[src/rtl/tick_timer_bank.sv]
// Multi-channel tick timer: one shared prescaler feeds CH reload counters with periodic/one-shot expiry.
// Optional build macro TICK_TIMER_SHADOW_EN compares against per-channel shadow reloads latched at period boundaries.
module tick_timer_bank #(
   parameter int PRESCALE = 50000,
   parameter int CH       = 4,
   parameter int CW       = 10
) (
   input  logic             Clk,
   input  logic             Rst,
   input  logic [CH-1:0]    Enable,
   input  logic [CH-1:0]    Clear,
   input  logic [CH-1:0]    OneShot,
   input  logic [CH*CW-1:0] CfgValue,
   output logic [CH-1:0]    Tick,
   output logic [CH-1:0]    Done
);

   localparam int PW = (PRESCALE > 1) ? $clog2(PRESCALE) : 1;

   logic [PW-1:0] p_q;
   logic          any_en;
   logic          base;

   assign any_en = |Enable;
   assign base   = any_en && (p_q == PW'(PRESCALE - 1));

   // The prescaler only idles when every channel is paused, so paused channels rejoin in phase.
   always_ff @(posedge Clk or posedge Rst) begin
      if (Rst) begin
         p_q <= '0;
      end else if (!any_en || base) begin
         p_q <= '0;
      end else begin
         p_q <= p_q + PW'(1);
      end
   end

`ifdef TICK_TIMER_SHADOW_EN
   logic load_q;

   // High for the first edge after reset release, when shadows pick up the live reloads.
   always_ff @(posedge Clk or posedge Rst) begin
      if (Rst) begin
         load_q <= 1'b1;
      end else begin
         load_q <= 1'b0;
      end
   end
`endif

   for (genvar i = 0; i < CH; i++) begin : g_ch
      logic [CW-1:0] cfg;
      logic [CW-1:0] lim;
      logic [CW-1:0] cnt_q;
      logic          tick_q;
      logic          done_q;
      logic          run;
      logic          expire;

      assign cfg    = CfgValue[i*CW +: CW];
      assign run    = !Clear[i] && Enable[i] && !done_q && base;
      assign expire = run && (cnt_q >= lim);

`ifdef TICK_TIMER_SHADOW_EN
      logic [CW-1:0] shd_q;

      always_ff @(posedge Clk or posedge Rst) begin
         if (Rst) begin
            shd_q <= '0;
         end else if (load_q || Clear[i] || expire) begin
            shd_q <= cfg;
         end
      end

      assign lim = shd_q;
`else
      assign lim = cfg;
`endif

      // A count above the reload (after lowering it) expires on the next strobe instead of wrapping.
      always_ff @(posedge Clk or posedge Rst) begin
         if (Rst) begin
            cnt_q  <= '0;
            tick_q <= 1'b0;
            done_q <= 1'b0;
         end else begin
            tick_q <= 1'b0;
            if (Clear[i]) begin
               cnt_q  <= '0;
               done_q <= 1'b0;
            end else if (expire) begin
               cnt_q  <= '0;
               tick_q <= 1'b1;
               done_q <= OneShot[i];
            end else if (run) begin
               cnt_q  <= cnt_q + CW'(1);
            end
         end
      end

      assign Tick[i] = tick_q;
      assign Done[i] = done_q;
   end

endmodule

[config.mk]
export PLATFORM = sky130hd
export DESIGN_NAME = tick_timer_bank
export DESIGN_NICKNAME = d
export VERILOG_FILES = /design/src/rtl/tick_timer_bank.sv
export SDC_FILE = /design/constraint.sdc
export NUM_CORES = 1
export LEC_CHECK = 0
export ABC_AREA = 1
export ABC_CLOCK_PERIOD_IN_PS = 4400
export CAP_MARGIN = 5
export CORE_ASPECT_RATIO = 0.6
export CORE_MARGIN = 2
export CORE_UTILIZATION = 30
export DETAILED_ROUTE_END_ITERATION = 10
export GPL_ROUTABILITY_DRIVEN = 0
export SKIP_CTS_REPAIR_TIMING = 1
export SLEW_MARGIN = 20
export SYNTH_ARGS = -nofsm -noshare
export SYNTH_HDL_FRONTEND = slang
export SYNTH_SLANG_ARGS = --single-unit
[constraint.sdc]
create_clock -name Clk -period 4.4 [get_ports Clk]
set_input_delay 0.88 -clock Clk [delete_from_list [all_inputs] [get_ports Clk]]
set_output_delay 0.88 -clock Clk [all_outputs]
set_load 0.02 [all_outputs]
==> key figures <==
STA
  – Final worst setup slack: between 1.5 and 2 ns
  – Worst Skew: roughly 0.0082 ns
  – Hold Vio Cnt, Final: 0
  – Final slew viol count: 0
  – Worst Tran Pin Value: 0.748 ns
  – Fin crit share: 0.605
  – Slew Limit Headroom: 0.500
  – RSZ-0062 raised after global routing: false
  – Min Clock Period, post-route: about 2.7 ns
  – Fin Setup TNS: 0 ns
  – F_max: between 0.3 and 0.4 GHz
  – Final Setup Violations: 0

Setup path
  – R2R cell count: 9
  – CP max FO: 11
  – Worst Setup End Kind: register
  – FF-to-FF setup slack: around 2.3 ns
  – Crit Reg-Reg Endpoint: g_ch[2].cnt_q[1]
  – CP Launch Type: input pin
  – Critical Path AT: ~2.9 ns
  – Crit path required time: between 4 and 5 ns
  – Crit Reg-Reg Startpoint: g_ch[2].cnt_q[0]
  – Crit Path Class: input pin to register

Yosys
  – Mapped Area: about 0.0050 mm²
  – Mapped Avg Cell Area: around 7.0 µm²
  – Post-synth top cells: nand2_1, inv_1, dfrtp_1
  – Cell variety after synth: 24
  – Yosys top cell by area: dfrtp_1
  – Post-synthesis sequential area ratio: 0.321
  – Commonest register cell after synthesis: dfrtp_1
  – Yosys reg bits: 64
  – Synth top area cells: dfrtp_1, nand2_1, ha_1, inv_1, nand4_1
  – Synthesized instance count: 715
  – Synth warn: 0
  – EDFF count, synth: 0
  – Top-count cell post-synth: nand2_1
  – Mapped Nets: 814
  – Synth top area share: 0.321
  – Async set-reset flop share out of synthesis: 1.00

Layout
  – Seq. cell area: 0.00160 mm²
  – Post-route design area: 0.00604 mm²
  – Ant. Diodes: 0
  – Synth-to-Final Area Change: 21.1%
  – Fraction of layout cells with a size suffix above 1: 0.0541
  – Area of the multi-input gates: 0.00275 mm²
  – Fillers: around 1800
  – Final #Nets: just under 900

Hold path
  – Hold Path Depth: 1
  – Hold path endpoint: p_q[0]
  – Hold Startpoint: p_q[0]
  – HP Class: register to register

Routing
  – Drt drc: 0
  – DRT Pass-1 Iters: 4
  – Detailed Route WL: 11.6 mm
  – Final ANT Viol Nets: 0
  – First DRT Iteration DRCs: ~270
  – Wirelength per Cell: ~12 µm
  – Via density: roughly 4.4
  – Total number of vias: about 4400

Die
  – Row cnt: 36
  – Die Span X: around 170 µm
  – Core area: between 0.015 and 0.02 mm²
  – Die height: 104 µm
  – Die ar.: between 0.015 and 0.02 mm²
  – I/O pin count: 62
  – Starting Density: 0.307

Clock tree
  – Sink Count: 64
  – CTS buffer count: 9
  – Clock root buffer: clkbuf_16
  – Worst skew pair latency: approximately 0.33 ns
  – CTS Buffer Depth: 2
  – CTS tree: yes
  – Max H-tree Level: 3
  – Clk pin slew, worst setup/hold paths: around 0.060 ns

Power
  – VDD IR max: 0.000151 V
  – Power Internal: roughly 0.0011 W
  – Sw frac: 0.263
  – Switching power: approximately 0.0004 W
  – Share of power burned in registers: 0.435
  – Static Leak: around 3.4 nW
  – Cell area power density: around 250 mW/mm²
  – Logic pwr share: 0.131
  – Clk pwr share: 0.434

Global routing
  – Initial antenna violation count: 0
  – Vias in the first global route: slightly above 4000
  – Met3 global-route usage: 0.0294
  – Tot GR Track Use: 0.140
  – Largest net degree at the start of global routing: just over 40
  – M1 GR Usage: 0.222
  – First-pass GRT wire length: approximately 20 mm
  – GRT busiest layer: met1
  – Met2 Use GR: 0.193
  – Total gr overflow: 0

Placed design
  – DPL Wire Length: just under 9 mm
  – Port Buf Inserts: 61
  – Dpl ws: around 1.4 ns
  – Area after DPL: 0.00578 mm²

Job
  – Max cap viols: 0

Run status
  – Status: finished clean
[worst max-delay path, stage by stage]
cell and delay [ns]:
clkdlybuf4s50_1 0.45, inv_1 0.04, ha_1 0.29, a21o_1 0.18, nor2_1 0.14, nand2_1 0.07
nor2_1 0.57, nand4_1 0.20, nand2_1 0.10
[worst max-delay path by stage]
| stage | slack [ns] | from | depth (start not counted) | endpoint |
|---|---|---|---|---|
| 6_report | 1.74 | CfgValue[29] | 9 | g_ch[2].cnt_q[1] |
| 3_5_place_dp | 1.41 | CfgValue[29] | 9 | g_ch[2].cnt_q[1] |
| 2_1_floorplan | 1.92 | Rst | 1 | g_ch[0].cnt_q[0] |
| 5_1_grt | 1.56 | CfgValue[27] | 11 | g_ch[2].done_q |
| 3_3_place_gp | 1.43 | CfgValue[29] | 10 | g_ch[2].done_q |
| 4_1_cts | 1.76 | CfgValue[39] | 12 | g_ch[3].cnt_q[6] |
[metal layers]
layer  vias up  part of all wire
li1       2359                 -
met1      1947              0.57
met2        67              0.38
met3         8             0.038
met4         0            0.0058
met5         -                 0
[kinds of logic after synthesis]
logic type / share of synthesized area
AOI/OAI and AO/OA: 0.0291
buffers and inverters: 0.127
DFF: 0.321
and+or+nand+nor: 0.371
adders and majority gates: 0.113
xor gates and xnor gates: 0.0387
[flip-flops by register name, summed over array words and instances, names as in the netlist]
name and flops:
p_q 16, g_ch.done_q 4, g_ch.tick_q 4, g_ch.cnt_q 40
[cell type report]
cell class / count / share of cell area
Timing Repair Buffer: 62 / 0.102
Sequential cell: 64 / 0.265
Inverter: 139 / 0.0864
Multi-Input combinational cell: 497 / 0.455
Clock buffer: 10 / 0.0396
Clock inverter: 4 / 0.00373
Tap cell: 228 / 0.0473
[layout by cell type, fill, tap and decap left out, drive strengths merged]
cell           count
nor3              13
clkdlybuf4s50     61
nand2            226
xor2              20
clkinv             3
inv              139
a21oi             13
o21bai             3
dfrtp             64
o21ai              4
clkbuf            10
a21o               4
nand3             37
nand4             53
xnor2              2
clkinvlp           1
nor3b              2
nor2              74
o21a               1
ha                45
buf                1
[power by group through the flow]
stage | clock network, W | registers, W | logic [W]
after floorplan | 0 | 0.000648 | 0.000122
after global placement | 0 | 0.000654 | 0.000194
after detailed placement | 0 | 0.000654 | 0.000198
after CTS | 0.000665 | 0.000644 | 0.000198
after global routing | 0.000692 | 0.000649 | 0.000227
final | 0.000643 | 0.000645 | 0.000194
[stage by stage]
| stage | hold slack (ns) | power (W) | cells | utilization |
|---|---|---|---|---|
| 2_1_floorplan | 0.431 | 0.000770 | 715 | - |
| 3_3_place_gp | 0.457 | 0.000848 | 990 | 0.355 |
| 3_5_place_dp | 0.452 | 0.000852 | 990 | 0.355 |
| 4_1_cts | 0.465 | 0.00151 | 1004 | 0.371 |
| 5_1_grt | 0.518 | 0.00157 | 1004 | 0.371 |
| 6_report | 0.460 | 0.00148 | 1004 | 0.371 |
Note: power is estimated with default switching activity, not from simulation.
